`config.mk`:
```
export PLATFORM = sky130hd
export DESIGN_NAME = simplecpu2_ctrl
export DESIGN_NICKNAME = d
export VERILOG_FILES = /design/src/rtl/simplecpu2_pkg.sv /design/src/rtl/simplecpu2_decoder.sv /design/src/rtl/simplecpu2_ctrl.sv
export SDC_FILE = /design/constraint.sdc
export NUM_CORES = 1
export LEC_CHECK = 0
export CORE_ASPECT_RATIO = 1.5
export CORE_MARGIN = 5
export CORE_UTILIZATION = 35
export CTS_CLUSTER_SIZE = 10
export DETAILED_ROUTE_END_ITERATION = 10
export SYNTH_ARGS = -nofsm -noshare
export SYNTH_HDL_FRONTEND = slang
export SYNTH_SLANG_ARGS = --single-unit
```
`constraint.sdc`:
```
create_clock -name clk -period 2 [get_ports clk]
set_input_delay 0.5 -clock clk [delete_from_list [all_inputs] [get_ports clk]]
set_output_delay 0.5 -clock clk [all_outputs]
set_load 0.02 [all_outputs]
```
`src/rtl/simplecpu2_pkg.sv`:
```
// Shared types and default widths for the simplecpu2 control path.
//   opcode_t : 4-bit ISA opcodes (values 7..15 are illegal)
//   state_t  : multi-cycle sequencer states
//   alu_op_t : ALU function select driven to execunit
//   wb_sel_t : RegBank write-back source select
package simplecpu2_pkg;

    localparam int DEF_PC_W    = 10;
    localparam int DEF_DADDR_W = 8;
    localparam int DEF_IW      = 16;

    typedef enum logic [3:0] {
        OP_LOAD  = 4'd0,
        OP_STORE = 4'd1,
        OP_ADD   = 4'd2,
        OP_LOADC = 4'd3,
        OP_SUBS  = 4'd4,
        OP_JMPZ  = 4'd5,
        OP_ABS   = 4'd6
    } opcode_t;

    typedef enum logic [2:0] {
        FETCH  = 3'd0,
        DECODE = 3'd1,
        EXEC   = 3'd2,
        MEM    = 3'd3,
        WB     = 3'd4,
        HALT   = 3'd5
    } state_t;

    typedef enum logic [1:0] {
        ALU_ADD  = 2'd0,
        ALU_SUB  = 2'd1,
        ALU_ABS  = 2'd2,
        ALU_PASS = 2'd3
    } alu_op_t;

    // Encoding 2'd3 is never produced.
    typedef enum logic [1:0] {
        WB_ALU   = 2'd0,
        WB_MEM   = 2'd1,
        WB_CONST = 2'd2
    } wb_sel_t;

endpackage

```
`src/rtl/simplecpu2_decoder.sv`:
```
// Combinational opcode decoder for simplecpu2.
// Ports:
//   opcode      in   4  instruction bits [15:12]
//   is_legal    out  1  opcode is one of the seven defined instructions
//   is_mem      out  1  LOAD or STORE (goes through the MEM state)
//   alu_op      out  2  ALU function for this opcode (PASS when unused)
//   wb_sel      out  2  write-back source for this opcode
//   raddr_a_sel out  1  1 = RegBank port A reads rd (ir[11:8]), 0 = ra (ir[7:4])
module simplecpu2_decoder
    import simplecpu2_pkg::*;
(
    input  logic [3:0] opcode,
    output logic       is_legal,
    output logic       is_mem,
    output alu_op_t    alu_op,
    output wb_sel_t    wb_sel,
    output logic       raddr_a_sel
);

    always_comb begin
        is_legal    = 1'b1;
        is_mem      = 1'b0;
        alu_op      = ALU_PASS;
        wb_sel      = WB_ALU;
        raddr_a_sel = 1'b0;
        case (opcode)
            OP_LOAD: begin
                is_mem = 1'b1;
                wb_sel = WB_MEM;
            end
            OP_STORE: begin
                // Store data comes from rd through port A.
                is_mem      = 1'b1;
                raddr_a_sel = 1'b1;
            end
            OP_ADD:   alu_op = ALU_ADD;
            OP_LOADC: wb_sel = WB_CONST;
            OP_SUBS:  alu_op = ALU_SUB;
            // JMPZ tests rd for zero via port A.
            OP_JMPZ:  raddr_a_sel = 1'b1;
            OP_ABS: begin
                alu_op      = ALU_ABS;
                raddr_a_sel = 1'b1;
            end
            default:  is_legal = 1'b0;
        endcase
    end

endmodule

```
`src/rtl/simplecpu2_ctrl.sv`:
```
// Multi-cycle control unit for simplecpu2: owns pc, ir and ir_pc and sequences
// FETCH -> DECODE -> EXEC/MEM(->WB) -> FETCH, or DECODE -> HALT on an illegal opcode.
// Ports:
//   clk, rst (sync, active-low), en (0 = freeze state, all strobes 0)
//   imem_rdata  : instmem data, valid the cycle after imem_ren
//   rf_a_zero   : RegBank port-A data is zero (sampled in EXEC for JMPZ)
//   pc, imem_ren                    : instruction fetch
//   dmem_ren, dmem_wen, dmem_addr   : data memory access
//   rf_raddr_a, rf_raddr_b, rf_wen, rf_waddr : RegBank control
//   alu_op, wb_sel, const_out       : execunit datapath selects
//   halt                            : sticky, set when an illegal opcode is decoded
module simplecpu2_ctrl
    import simplecpu2_pkg::*;
#(
    parameter int PC_W    = DEF_PC_W,
    parameter int DADDR_W = DEF_DADDR_W,
    parameter int IW      = DEF_IW
) (
    input  logic               clk,
    input  logic               rst,
    input  logic               en,
    input  logic [IW-1:0]      imem_rdata,
    input  logic               rf_a_zero,
    output logic [PC_W-1:0]    pc,
    output logic               imem_ren,
    output logic               dmem_ren,
    output logic               dmem_wen,
    output logic [DADDR_W-1:0] dmem_addr,
    output logic [3:0]         rf_raddr_a,
    output logic [3:0]         rf_raddr_b,
    output logic               rf_wen,
    output logic [3:0]         rf_waddr,
    output logic [1:0]         alu_op,
    output logic [1:0]         wb_sel,
    output logic [7:0]         const_out,
    output logic               halt
);

    state_t          state_q, state_d;
    logic [PC_W-1:0] pc_q, pc_d;
    logic [PC_W-1:0] ir_pc_q, ir_pc_d;
    logic [IW-1:0]   ir_q, ir_d;
    logic            halt_q, halt_d;

    logic [3:0]      ir_op;
    logic [3:0]      dec_op;
    logic            dec_legal, dec_mem, dec_ra_sel;
    alu_op_t         dec_alu_op;
    wb_sel_t         dec_wb_sel;
    logic            run;
    logic [PC_W-1:0] jmp_off;

    assign ir_op = ir_q[15:12];

    // One decoder serves both uses: in DECODE it looks at the incoming word
    // to pick the next state, otherwise at the latched ir for EXEC/MEM/WB.
    assign dec_op = (state_q == DECODE) ? imem_rdata[15:12] : ir_op;

    simplecpu2_decoder u_decoder (
        .opcode      (dec_op),
        .is_legal    (dec_legal),
        .is_mem      (dec_mem),
        .alu_op      (dec_alu_op),
        .wb_sel      (dec_wb_sel),
        .raddr_a_sel (dec_ra_sel)
    );

    // Strobes are only live while running and out of reset, so a reset or a
    // stall in the middle of an instruction never issues a partial write.
    assign run = en & rst;

    assign jmp_off = {{(PC_W-8){ir_q[7]}}, ir_q[7:0]};

    always_comb begin
        state_d = state_q;
        pc_d    = pc_q;
        ir_pc_d = ir_pc_q;
        ir_d    = ir_q;
        halt_d  = halt_q;
        if (en) begin
            case (state_q)
                FETCH:  state_d = DECODE;
                DECODE: begin
                    ir_d    = imem_rdata;
                    ir_pc_d = pc_q;
                    pc_d    = pc_q + PC_W'(1);
                    if (!dec_legal) begin
                        state_d = HALT;
                        halt_d  = 1'b1;
                    end else if (dec_mem) begin
                        state_d = MEM;
                    end else begin
                        state_d = EXEC;
                    end
                end
                EXEC: begin
                    // Branch target is relative to the JMPZ's own address.
                    if (ir_op == OP_JMPZ && rf_a_zero) begin
                        pc_d = ir_pc_q + jmp_off;
                    end
                    state_d = FETCH;
                end
                MEM:     state_d = (ir_op == OP_LOAD) ? WB : FETCH;
                WB:      state_d = FETCH;
                HALT:    state_d = HALT;
                default: state_d = FETCH;
            endcase
        end
    end

    always_ff @(posedge clk) begin
        if (!rst) begin
            state_q <= FETCH;
            pc_q    <= '0;
            ir_pc_q <= '0;
            ir_q    <= '0;
            halt_q  <= 1'b0;
        end else begin
            state_q <= state_d;
            pc_q    <= pc_d;
            ir_pc_q <= ir_pc_d;
            ir_q    <= ir_d;
            halt_q  <= halt_d;
        end
    end

    assign pc         = pc_q;
    assign halt       = halt_q;
    assign imem_ren   = run && (state_q == FETCH);
    assign dmem_ren   = run && (state_q == MEM) && (ir_op == OP_LOAD);
    assign dmem_wen   = run && (state_q == MEM) && (ir_op == OP_STORE);
    assign rf_wen     = run && (((state_q == EXEC) && (ir_op != OP_JMPZ)) || (state_q == WB));
    assign dmem_addr  = ir_q[DADDR_W-1:0];
    assign rf_raddr_a = dec_ra_sel ? ir_q[11:8] : ir_q[7:4];
    assign rf_raddr_b = ir_q[3:0];
    assign rf_waddr   = ir_q[11:8];
    assign alu_op     = dec_alu_op;
    assign wb_sel     = dec_wb_sel;
    assign const_out  = ir_q[7:0];

endmodule

```
==> results.py <==
metrics = {
    "die": {
        "dieHeight_um": 117,
        "start_util": 0.355,
        "die-area_um2": 9560,
        "die_width_um": 81.5,
        "row_count": 39,
        "placeableCoreArea_um2": 7560,
        "io_pins": 67,
    },
    "run_status": {
        "violations": "negative setup slack",
        "status": "finished, violations left",
    },
    "final_layout": {
        "antenna_cells": 0,
        "final_core_util": 0.537,
        "drive_above_1_share": 0.283,
        "syn_to_final_growth_pct": 51.1,
        "fin_nets": 476,
    },
    "route": {
        "drt_iter0_drc": 85,
        "drc": 0,
        "dr.pass1.iters": 4,
        "wirelength_um": 8140,
        "ant_nets": 0,
        "wl_per_cell_um": 14.9,
        "vias": 2775,
        "via_per_inst": 5.06,
    },
    "worst_setup_path": {
        "cp_common_cell": "buf_6",
        "slowest_delay_ps": 420,
        "cp-start-kind": "flip-flop",
        "path_max_fanout": 5,
        "cp_slowest_cell": "or3b_4",
        "critical_path_required_ps": 1500,
        "crit_arrival_ps": 1740,
        "crit_path_end_kind": "primary output",
        "crit_chain": "or3b_4, buf_6, nor3_4, a21oi_2, a211o_1, buf_6",
        "crit_type": "flip-flop to primary output",
    },
    "global_routing": {
        "grtUsageTotal": 0.174,
        "grt-ovfl-total": 0,
        "grt_pass1_wl_um": 13100,
        "grt_pass1_vias": 2862,
        "antenna_found_initial": 0,
        "grt_max_degree": 23,
    },
    "clock_network": {
        "clk_pin_slew_worst_paths_ps": 60,
        "cts_tree": "done",
        "cts_made_buffers": 5,
        "cts.sinks": 40,
        "clk_latency_ps": 280,
        "cts_buffer_depth": 2,
        "cts-root-buf": "clkbuf_16",
        "htree_levels": 2,
        "holdBufCountCts": 0,
    },
    "power_and_ir_drop": {
        "pwr-share-seq": 0.368,
        "internal_power_uw": 1680,
        "pwr-share-clk": 0.400,
        "pwr-share-comb": 0.232,
        "netSwitchingPower_uw": 618,
        "leakagePower_uw": 0.00164,
        "netSwitchingFraction": 0.269,
        "ir_drop_v": 0.000478,
        "powerDensity_nw_per_um2": 566,
    },
    "hold_path": {
        "worstHoldPathType": "flip-flop to flip-flop",
    },
    "timing": {
        "rsz0062_at_grt": "true",
        "drv_slew": 0,
        "clock-skew-final_ps": 3.45,
        "tightest_slew_ps": 466,
        "finalSetupTns_ps": -1580,
        "setup_viol": 9,
        "setup_ws_ps": -244,
        "max_slew_margin": 0.687,
        "hold_viol_final": 0,
        "period_needed_ps": 2240,
        "fmax_mhz": 446,
        "fin_crit_sh": 1.12,
    },
    "synth": {
        "syn_area_per_cell_um2": 7.63,
        "ys_ff_latch": 40,
        "async_flop_share": 0,
        "syn_nets": 383,
        "synth_cell_type_count": 53,
        "postSynthCellCount": 352,
        "synth_edf_count": 0,
        "syn_area_um2": 2690,
        "yosysWarnings": 0,
        "synthFlopType": "dfxtp_1",
        "ys_seq_area_frac": 0.298,
    },
    "flow_run": {
        "maxCapViolCount": 0,
    },
    "placed_design": {
        "place_hpwl_um": 6090,
        "place_ws_ps": -788,
        "port_buffers": 66,
        "gp_congestion": 0.858,
    },
}
repair_timing:
action	in CTS	in global routing
pin swaps	4	12
resized for setup	86	32
endpoints found under the setup margin	14	18
buffers inserted	1	7
cells in the mapped netlist (4+ instances only):
cell type / instances / area [um2]
a211oi_1: 4 / 30.0
a21boi_0: 12 / 90.1
a21o_1: 8 / 60.1
a21oi_1: 38 / 190
and4_1: 4 / 35.0
buf_2: 10 / 50.1
buf_4: 26 / 195
clkbuf_1: 10 / 37.5
dfxtp_1: 40 / 801
ha_1: 10 / 125
mux2_2: 6 / 67.6
nand2_1: 74 / 278
nand3_1: 8 / 40.0
nand4_1: 8 / 50.1
nor2_1: 15 / 56.3
nor3_1: 8 / 40.0
o21ai_0: 12 / 60.1
xnor2_1: 5 / 43.8
critical path: cells and delay by family (launching register included):
kind	cells	cell delay, ps
AOI/OAI and AO/OA	2	300
buffers and inverters	2	280
DFF	1	340
and+or+nand+nor	2	540
layer usage:
layer | up-vias | part of all wire | GRT usage
met1 | 1298 | 0.41 | 0.196
met2 | 62 | 0.54 | 0.331
li1 | 1405 | - | -
met3 | 10 | 0.032 | 0.0237
met5 | - | 0 | 0
met4 | 0 | 0.018 | 0.0507
per-stage QoR:
step / cells / hold slack [ps] / power, uW / cell area [um2]
3_3_place_gp: 534 / 453 / 1340 / 3680
4_1_cts: 542 / 473 / 2280 / 3900
5_1_grt: 548 / 501 / 2390 / 4060
2_1_floorplan: 352 / 447 / 1120 / 2700
6_report: 548 / 468 / 2300 / 4060
3_5_place_dp: 534 / 464 / 1340 / 3680
layout make-up:
class                      count  area, um2
clock inverter                 3       42.5
fill                         712       3500
multi-input combinational    263       1750
sequential                    40        806
inverter                       3       11.3
timing repair buffer         132       1200
tap                          102        128
clock buffer                   5        125
layout by cell type, fill, tap and decap left out, drive strengths merged, types with 3 or more instances in the layout:
| cell type | count |
|---|---|
| a21oi | 39 |
| xnor2 | 5 |
| a21boi | 12 |
| a21o | 8 |
| and3 | 3 |
| nand4 | 8 |
| ha | 10 |
| clkdlybuf4s50 | 48 |
| nor2 | 16 |
| nor3 | 8 |
| o21ai | 12 |
| and4 | 4 |
| clkbuf | 5 |
| dfxtp | 40 |
| nand2 | 74 |
| nand2b | 3 |
| a211oi | 5 |
| dlygate4sd2 | 4 |
| mux2 | 6 |
| buf | 78 |
| nor4 | 3 |
| nand3 | 8 |
| nor2b | 3 |
logic make-up (layout without fill, tap and decap cells):
logic type	Yosys count	after routing	share of synthesized area
flip-flops	40	40	0.298
multiplexers	8	8	0.0326
XOR/XNOR	7	7	0.0228
buffers and inverters	49	143	0.109
adder cells (fa/ha/maj)	11	11	0.0540
AO/OA/AOI/OAI	93	93	0.222
AND/OR/NAND/NOR	144	144	0.261
final timing paths:
check | depth (start not counted) | end | slack (ps) | start
worst max-delay path | 6 | alu_op[1] | -240 | state_q[0]
worst min-delay path | 2 | ir_pc_q[4] | 470 | ir_pc_q[4]
worst max register to register | 6 | state_q[2] | 70 | state_q[0]
worst min register to register | 2 | ir_pc_q[4] | 470 | ir_pc_q[4]
registers in the layout, summed over array words and instances (netlist names):
name and flops:
ir_pc_q 10, halt 1, pc 10, ir_q 16, state_q 3
power by group through the flow:
| stage | logic, uW | registers (uW) | clock network (uW) |
|---|---|---|---|
| after floorplan | 262 | 860 | 0 |
| after global placement | 480 | 858 | 0 |
| after detailed placement | 484 | 859 | 0 |
| after CTS | 501 | 842 | 939 |
| after global routing | 576 | 848 | 964 |
| final | 533 | 844 | 919 |
Power figures use the tool's default switching activity.
